--- src/rtl/cond_unit.sv ---
// Condition-evaluation unit.
// Holds the ALU flag register {N,Z,C,V}, evaluates a 4-bit condition code
// against it, and returns the result over a one-entry valid/ready response
// stage. Consumed "execute" responses are counted.
module cond_unit #(
    parameter int CNT_W = 16
) (
    input  logic             clk,
    input  logic             reset,
    input  logic [3:0]       flags_in,
    input  logic             flag_we,
    input  logic             req_valid,
    input  logic [3:0]       req_cond,
    output logic             req_ready,
    output logic             resp_valid,
    input  logic             resp_ready,
    output logic             resp_exec,
    output logic [3:0]       flags_out,
    output logic [CNT_W-1:0] exec_count
);

    // Response-stage states: IDLE = no response held, FULL = response held.
    localparam logic [0:0] ST_IDLE = 1'b0;
    localparam logic [0:0] ST_FULL = 1'b1;

    // Condition codes.
    localparam logic [3:0] COND_EQ = 4'h0;
    localparam logic [3:0] COND_NE = 4'h1;
    localparam logic [3:0] COND_CS = 4'h2;
    localparam logic [3:0] COND_CC = 4'h3;
    localparam logic [3:0] COND_MI = 4'h4;
    localparam logic [3:0] COND_PL = 4'h5;
    localparam logic [3:0] COND_VS = 4'h6;
    localparam logic [3:0] COND_VC = 4'h7;
    localparam logic [3:0] COND_HI = 4'h8;
    localparam logic [3:0] COND_LS = 4'h9;
    localparam logic [3:0] COND_GE = 4'hA;
    localparam logic [3:0] COND_LT = 4'hB;
    localparam logic [3:0] COND_GT = 4'hC;
    localparam logic [3:0] COND_LE = 4'hD;
    localparam logic [3:0] COND_AL = 4'hE;
    localparam logic [3:0] COND_NV = 4'hF;

    // Registered state and next-state values.
    logic [3:0]       flags_q;
    logic [3:0]       flags_d;
    logic [0:0]       state_q;
    logic [0:0]       state_d;
    logic             resp_exec_q;
    logic             resp_exec_d;
    logic [CNT_W-1:0] exec_count_q;
    logic [CNT_W-1:0] exec_count_d;

    // Handshake and evaluation helpers.
    logic       accept;
    logic       consume;
    logic [3:0] eval_flags;
    logic       flag_n;
    logic       flag_z;
    logic       flag_c;
    logic       flag_v;
    logic       cond_true;

    // Ready: always in IDLE, in FULL only when the held response drains this
    // cycle; forced low while reset is asserted.
    always_comb begin
        req_ready = 1'b0;
        if (!reset) begin
            if (state_q == ST_IDLE) begin
                req_ready = 1'b1;
            end else begin
                req_ready = resp_ready;
            end
        end
    end

    assign accept  = req_valid & req_ready;
    assign consume = (state_q == ST_FULL) & resp_ready & !reset;

    // Flags seen by the evaluator: a same-cycle flag write is forwarded so the
    // request sees the value being loaded this edge.
    always_comb begin
        eval_flags = flags_q;
        if (flag_we) begin
            eval_flags = flags_in;
        end
    end

    assign flag_n = eval_flags[3];
    assign flag_z = eval_flags[2];
    assign flag_c = eval_flags[1];
    assign flag_v = eval_flags[0];

    // Condition table lookup.
    always_comb begin
        cond_true = 1'b0;
        case (req_cond)
            COND_EQ: cond_true = flag_z;
            COND_NE: cond_true = !flag_z;
            COND_CS: cond_true = flag_c;
            COND_CC: cond_true = !flag_c;
            COND_MI: cond_true = flag_n;
            COND_PL: cond_true = !flag_n;
            COND_VS: cond_true = flag_v;
            COND_VC: cond_true = !flag_v;
            COND_HI: cond_true = flag_c & !flag_z;
            COND_LS: cond_true = !flag_c | flag_z;
            COND_GE: cond_true = (flag_n == flag_v);
            COND_LT: cond_true = (flag_n != flag_v);
            COND_GT: cond_true = !flag_z & (flag_n == flag_v);
            COND_LE: cond_true = flag_z | (flag_n != flag_v);
            COND_AL: cond_true = 1'b1;
            COND_NV: cond_true = 1'b0;
            default: cond_true = 1'b0;
        endcase
    end

    // Flag register load is independent of the request handshake.
    always_comb begin
        flags_d = flags_q;
        if (flag_we) begin
            flags_d = flags_in;
        end
    end

    // Response-stage next state; the held result only changes on an accept,
    // so stalls and flag writes leave a pending result untouched.
    always_comb begin
        state_d     = state_q;
        resp_exec_d = resp_exec_q;
        if (accept) begin
            state_d     = ST_FULL;
            resp_exec_d = cond_true;
        end else if (consume) begin
            state_d = ST_IDLE;
        end
    end

    // Count consumed "execute" responses, wrapping naturally at 2^CNT_W.
    always_comb begin
        exec_count_d = exec_count_q;
        if (consume && resp_exec_q) begin
            exec_count_d = exec_count_q + CNT_W'(1);
        end
    end

    // State registers with asynchronous clear.
    always_ff @(posedge clk or posedge reset) begin
        if (reset) begin
            flags_q      <= 4'b0000;
            state_q      <= ST_IDLE;
            resp_exec_q  <= 1'b0;
            exec_count_q <= '0;
        end else begin
            flags_q      <= flags_d;
            state_q      <= state_d;
            resp_exec_q  <= resp_exec_d;
            exec_count_q <= exec_count_d;
        end
    end

    assign resp_valid = (state_q == ST_FULL);
    assign resp_exec  = resp_exec_q;
    assign flags_out  = flags_q;
    assign exec_count = exec_count_q;

endmodule

--- config.mk ---
export PLATFORM = sky130hd
export DESIGN_NAME = cond_unit
export DESIGN_NICKNAME = d
export VERILOG_FILES = /design/src/rtl/cond_unit.sv
export SDC_FILE = /design/constraint.sdc
export NUM_CORES = 1
export LEC_CHECK = 0
export ABC_CLOCK_PERIOD_IN_PS = 1600
export CAP_MARGIN = 20
export CELL_PAD_IN_SITES_DETAIL_PLACEMENT = 0
export CELL_PAD_IN_SITES_GLOBAL_PLACEMENT = 1
export CORE_MARGIN = 4
export CORE_UTILIZATION = 31
export CTS_CLUSTER_SIZE = 12
export DETAILED_ROUTE_END_ITERATION = 6
export GPL_ROUTABILITY_DRIVEN = 0
export PLACE_DENSITY_LB_ADDON = 0.1
export SLEW_MARGIN = 10
export SYNTH_ARGS = -nofsm -noshare
export SYNTH_HDL_FRONTEND = slang
export SYNTH_SLANG_ARGS = --single-unit
--- constraint.sdc ---
create_clock -name clk -period 1.6 [get_ports clk]
set_input_delay 0.24 -clock clk [delete_from_list [all_inputs] [get_ports clk]]
set_output_delay 0.24 -clock clk [all_outputs]
set_load 0.05 [all_outputs]
==> summary.txt, run 1 <==
Routing
  – Total via count in the routed design: 976
  – Number of search-and-repair iterations in the first detailed-routing pass: 4
  – Count of nets left with antenna violations after detail routing: 0
  – Total routed wirelength: roughly 2600 um
  – Wire per inst: roughly 12 um
  – Post-route DRC: 0
  – Iteration-0 DRC count of the detailed router: 22
  – Via-to-Cell Ratio: approximately 4.6

Yosys
  – Net Count, Synth: ~120
  – Biggest area contributors in the synthesized netlist: sky130_fd_sc_hd__dfrtp_1, sky130_fd_sc_hd__xnor2_1, sky130_fd_sc_hd__xor2_1
  – Count of mapped cells out of synthesis: between 100 and 150
  – Number of register bits inferred by synthesis: 22
  – Library cell with the largest summed area after synthesis: sky130_fd_sc_hd__dfrtp_1
  – Fraction of synthesized cell area taken by the top area cell type: 47.9%
  – Warnings from Yosys: 0
  – Mean area per synthesized cell: 10.6 um^2
  – Netlist cell types: 34
  – Fraction of the yosys area taken by sequential cells: a little under half
  – Post-synthesis cell area: about 1100 um^2

Flow run
  – Count of maximum capacitance violations: 0

Pwr
  – Sw power: about 530 uW
  – Total Power: about 1.7 mW
  – Clock network power share: a little under a third
  – Total power per unit cell area: between 900 and 1000 nW/um^2
  – Fraction of power spent switching nets: 31.9%
  – Internal power summed over all cells: 1.14 mW
  – Total leakage power: roughly 0.85 nW
  – Worst voltage drop across the vdd grid: about 0.00056 V
  – Proportion of power drawn by combinational gates: roughly 28%
  – Seq pwr share: roughly two fifths

Timing
  – Rel. slew slack: just over 80%
  – Period utilization: between 90% and 100%
  – Max Clk Rate: between 600 and 700 MHz
  – Setup repair after global routing missed its margin: yes
  – # setup viols final: 0
  – Maximum clock skew at final layout: ~3.5 ps
  – Tmin final: 1560 ps
  – Transition time at the pin with the least slew margin: around 270 ps
  – Total negative setup slack: 0 ps
  – Final count of hold timing violations: 0
  – Final slew viol count: 0
  – Fin Hold WS: roughly 180 ps

Layout
  – Commonest non-fill, non-tap cell in the layout: sky130_fd_sc_hd__buf_4
  – Fillers: 338
  – Commonest cells after routing, fill and taps aside: sky130_fd_sc_hd__buf_4, sky130_fd_sc_hd__xnor2_1, sky130_fd_sc_hd__dfrtp_2, sky130_fd_sc_hd__dfrtp_1, sky130_fd_sc_hd__clkdlybuf4s50_1
  – Non-filler instance count after layout: between 200 and 250
  – Syn-to-layout area delta: 55.2%
  – Fraction of final layout cells with drive strength greater than 1: 45.1%
  – Ant diodes: 0
  – Net total in the final layout: between 150 and 200

Min path
  – Path category of the worst min-delay check: input port to async pin

Global route
  – Largest net degree at the start of global routing: 23
  – Grt met2 use: around a fifth
  – Global-route usage over all layers: around an eighth
  – Met3 demand-to-capacity share in global routing: under 10%
  – Routing layer with the top usage in global route: met2
  – Number of antenna violations at the first check in global routing: 0
  – First-pass GRT wire length: 4130 um
  – Met1 global-route usage: between 10% and 20%
  – Vias in the first global route: between 900 and 1000
  – Sum of overflow across all layers after global routing: 0

Floorplanning
  – Floorplan die width: 68.9 um
  – Starting density of the core: between 30% and 40%
  – DIE HEIGHT: just under 70 um
  – Core footprint: around 3500 um^2
  – Cell Rows: 21
  – Die outline area: 4740 um^2
  – Number of primary I/O pins: 36

Place
  – Number of cells in the design after placement: just over 200
  – Final HPWL from detailed placement: around 2000 um
  – Buffers added on ports: 35

Worst setup path
  – Element type at the critical path end: flip-flop
  – R2R Path Start: exec_count[3]
  – Critical path start-end classification: flip-flop to flip-flop
  – Highest net fanout along the worst path: 3
  – Number of cell instances on the worst register-to-register path: 5
  – Worst Path Required: roughly 1800 ps
  – CP startpoint kind: flip-flop
  – WP data arrival: ~1800 ps
  – Reg-to-reg slack, setup: 40 ps
  – Reg2Reg Capture Point: exec_count[13]

Clocking
  – Max clock buf depth: 2
  – Worst-path clk slew: roughly 80 ps
  – Clock root cell: sky130_fd_sc_hd__clkbuf_8
  – Clock Latency Late Sink: roughly 260 ps
  – Total number of clock tree sinks: 22
  – H-Tree Level Count: 1
  – CTS Buf Count: 3
  – Clock tree from TritonCTS: done

Run status
  – Result of the run: finished, final reports clean
## flip-flops by register name, indices dropped and copies added, names as in the netlist
signal and count:
resp_valid 1, resp_exec 1, flags_out 4, exec_count 16
## how the worst max path moves through the flow
stage / from / endpoint / cells past startpoint
2_1_floorplan: exec_count[3] / exec_count[13] / 5
3_3_place_gp: flag_we / resp_exec / 6
3_5_place_dp: flag_we / resp_exec / 6
4_1_cts: reset / exec_count[6] / 6
5_1_grt: exec_count[3] / exec_count[13] / 5
6_report: exec_count[3] / exec_count[13] / 5
## cell usage after synthesis, drive strengths merged
| cell | n |
|---|---|
| dfrtp | 22 |
| xnor2 | 12 |
| nor2 | 9 |
| nand2 | 8 |
| xor2 | 7 |
| mux2 | 5 |
| inv | 4 |
| nand4 | 4 |
| and3 | 3 |
| nand3 | 3 |
| o21ai | 3 |
| and4 | 2 |
| and4b | 2 |
| buf | 2 |
| clkbuf | 2 |
| mux2i | 2 |
| nor2b | 2 |
| nor3 | 2 |
| a21oi | 1 |
| a311oi | 1 |
| a32o | 1 |
| ha | 1 |
| nand2b | 1 |
| nand4b | 1 |
| nor3b | 1 |
| o221ai | 1 |
| o2bb2ai | 1 |
| o31ai | 1 |
| or2 | 1 |
| or2b | 1 |
| or3 | 1 |
| or3b | 1 |
## cell families after synthesis
family | count (synthesis) | synth area share [%]
AND/OR/NAND/NOR | 42 | 21.6
adder cells (fa/ha/maj) | 1 | 1.09
multiplexers | 7 | 6.64
XOR/XNOR | 19 | 14.5
AO/OA/AOI/OAI | 9 | 5.56
flip-flops | 22 | 47.9
buffers and inverters | 8 | 2.72
## critical path: stages (launching register included)
cell	delay, ps
sky130_fd_sc_hd__dfrtp_2	370
sky130_fd_sc_hd__and4_4	240
sky130_fd_sc_hd__and4_4	220
sky130_fd_sc_hd__or3b_4	410
sky130_fd_sc_hd__nor2_4	120
sky130_fd_sc_hd__xor2_1	130
## power by group through the flow
stage          registers [mW]  logic, mW  clock network [mW]
2_1_floorplan           0.838      0.132                   0
3_3_place_gp            0.684      0.480                   0
3_5_place_dp            0.687      0.483                   0
4_1_cts                 0.679      0.484               0.538
5_1_grt                 0.686      0.509               0.568
6_report                0.675      0.478               0.523
## metrics by stage
step	util, %	area, um^2	setup WS, ps
floorplan	-	1180	-153
global placement	48.5	1680	-444
detailed placement	48.5	1680	-481
CTS	50.6	1750	9.71
global route	51.4	1780	-33.0
finish	51.4	1780	39.0
## final cells by class
class	count	area [um^2]	share of cell area, %
timing repair buffer	56	479	26.9
sequential	22	566	31.7
inverter	4	15.0	0.842
clock buffer	3	41.3	2.32
multi-input combinational	78	594	33.3
tap	46	57.6	3.23
clock inverter	1	30.0	1.68
## layer usage
metal / routed length [um] / vias up
met5: 0 / -
met4: 32 / 0
met3: 146 / 4
met2: 1180 / 24
met1: 1230 / 464
li1: - / 484
## timing repair
action                     CTS  global route
setup endpoints to repair    5             8
hold buffers                 0             0
setup buffers                0             2
gates resized for setup      2             5
pin swaps                    1             5
Note: power is estimated with default switching activity, not from simulation.
==> run 2: changes to the inputs <==
ABC_CLOCK_PERIOD_IN_PS = 1400   (was 1600)
CORE_ASPECT_RATIO = 1.5   (was default)
clock period = 1.4 ns   (was 1.6 ns; I/O delays follow)
==> summary.txt, run 2 (same netlist as run 1, synthesis figures left out) <==
Worst setup path
  – Highest net fanout along the worst path: 3
  – R2R Path Start: exec_count[5]
  – WP data arrival: ~1700 ps
  – Number of cell instances on the worst register-to-register path: 5
  – Element type at the critical path end: flip-flop
  – Reg-to-reg slack, setup: -130 ps
  – Worst Path Required: 1580 ps
  – CP startpoint kind: flip-flop
  – Critical path start-end classification: flip-flop to flip-flop
  – Reg2Reg Capture Point: exec_count[15]
  – CP Launch Point: exec_count[5]

Global route
  – Number of antenna violations at the first check in global routing: 0
  – Sum of overflow across all layers after global routing: 0
  – First-pass GRT wire length: 5010 um
  – Global-route usage over all layers: between 10% and 20%
  – Largest net degree at the start of global routing: 23
  – Vias in the first global route: 1192

Clocking
  – Max clock buf depth: 2
  – Worst-path clk slew: 80 ps
  – Hold buffer count at cts: 0
  – CTS Buf Count: 3
  – Total number of clock tree sinks: 22
  – Clock Latency Late Sink: about 260 ps
  – Clock root cell: sky130_fd_sc_hd__clkbuf_8
  – Clock tree from TritonCTS: done
  – H-Tree Level Count: 1

Timing
  – Period utilization: 110%
  – Fin Hold WS: approximately 290 ps
  – Transition time at the pin with the least slew margin: slightly below 300 ps
  – Tmin final: between 1500 and 2000 ps
  – Total negative setup slack: -585 ps
  – Final count of hold timing violations: 0
  – Rel. slew slack: between 80% and 90%
  – # setup viols final: 6
  – Final slew viol count: 0
  – Max Clk Rate: between 600 and 700 MHz
  – Setup repair after global routing missed its margin: yes
  – Final WS setup: -133 ps
  – Maximum clock skew at final layout: 1.48 ps

Routing
  – Wire per inst: 13.8 um
  – Count of nets left with antenna violations after detail routing: 0
  – Number of search-and-repair iterations in the first detailed-routing pass: 4
  – Total routed wirelength: 3040 um
  – Iteration-0 DRC count of the detailed router: 15
  – Total via count in the routed design: ~1100
  – Via-to-Cell Ratio: roughly 4.8
  – Post-route DRC: 0

Layout
  – Fraction of final layout cells with drive strength greater than 1: between 50% and 60%
  – Non-filler instance count after layout: between 200 and 250
  – Fillers: approximately 290
  – Number of flip-flops under the largest register name: 16
  – Commonest cells after routing, fill and taps aside: sky130_fd_sc_hd__buf_4, sky130_fd_sc_hd__buf_12, sky130_fd_sc_hd__xnor2_1, sky130_fd_sc_hd__dfrtp_2, sky130_fd_sc_hd__dfrtp_1
  – Net total in the final layout: ~190
  – Syn-to-layout area delta: 91.0%
  – Ant diodes: 0
  – Core Util, Final: around 63%
  – Commonest non-fill, non-tap cell in the layout: sky130_fd_sc_hd__buf_4

Place
  – Worst Setup Slack post-DPL: -768 ps
  – Final HPWL from detailed placement: between 2000 and 2500 um
  – Buffers added on ports: 35
  – Number of cells in the design after placement: roughly 210

Floorplanning
  – Cell Rows: 26
  – Number of primary I/O pins: 36
  – Floorplan die width: between 50 and 60 um
  – Core footprint: roughly 3500 um^2
  – DIE HEIGHT: 82.6 um
  – Starting density of the core: 33.0%
  – Die outline area: roughly 4800 um^2

Min path
  – Path category of the worst min-delay check: input port to async pin

Flow run
  – Count of maximum capacitance violations: 0

Pwr
  – Worst voltage drop across the vdd grid: approximately 0.00071 V
  – Total power per unit cell area: 888 nW/um^2
  – Total leakage power: around 0.97 nW

Run status
  – Failing checks: setup timing
  – Result of the run: finished, violations left
run 2: cell count changes in the layout (fill, tap and decap cells not counted), moves of 2 or more:
cell	delta
sky130_fd_sc_hd__nor2_1	-4
sky130_fd_sc_hd__buf_6	+4
sky130_fd_sc_hd__dlymetal6s2s_1	-2
sky130_fd_sc_hd__buf_12	+22
sky130_fd_sc_hd__nor2_4	+3
sky130_fd_sc_hd__buf_4	-12
run 2: worst max path at each step:
stage                     endpoint  depth (start not counted)
finish              exec_count[15]                          5
global route             resp_exec                          7
CTS                      resp_exec                          5
detailed placement       resp_exec                          6
global placement         resp_exec                          6
floorplan           exec_count[13]                          5
run 2: where the power goes:
part / switching [mW] / leakage, nW / internal, mW
clock: 0.192 / 0.0228 / 0.202
sequential: 0.0834 / 0.276 / 0.696
combinational: 0.370 / 0.676 / 0.404
total: 0.646 / 0.975 / 1.30
run 2: per-layer routing:
layer  vias to the layer above  global-route usage (%)  wire (um)
li1                        518                       -          -
met1                       515                    13.1       1060
met2                        16                    28.1       1860
met3                         2                    1.24         75
met4                         0                    6.96         41
met5                         -                       0          0
run 2: worst max-delay path: stages (launching register included):
cell	delay, ps
sky130_fd_sc_hd__dfrtp_2	360
sky130_fd_sc_hd__and4_4	230
sky130_fd_sc_hd__and4_4	210
sky130_fd_sc_hd__or3b_4	420
sky130_fd_sc_hd__nor2_2	100
sky130_fd_sc_hd__xor2_1	140
run 2: what timing repair did:
action / in CTS / in global routing
setup endpoints to repair: 14 / 7
pin swaps: 7 / 9
setup buffers: 2 / 3
resized for setup: 14 / 11
run 2: metrics by stage:
stage / total power [mW] / area [um^2]
global placement: 1.52 / 2040
detailed placement: 1.54 / 2040
global route: 2.05 / 2190
floorplan: 1.11 / 1190
finish: 1.95 / 2190
CTS: 1.97 / 2130
run 2: cell type report:
cell class                      instances  area (um^2)  share of cell area, %
Clock buffer                            4         45.0                   2.05
Inverter                                4         15.0                  0.685
Tap cell                               42         52.6                   2.40
Sequential cell                        22          566                   25.8
Timing Repair Buffer                   70          868                   39.6
Multi-Input combinational cell         78          647                   29.5
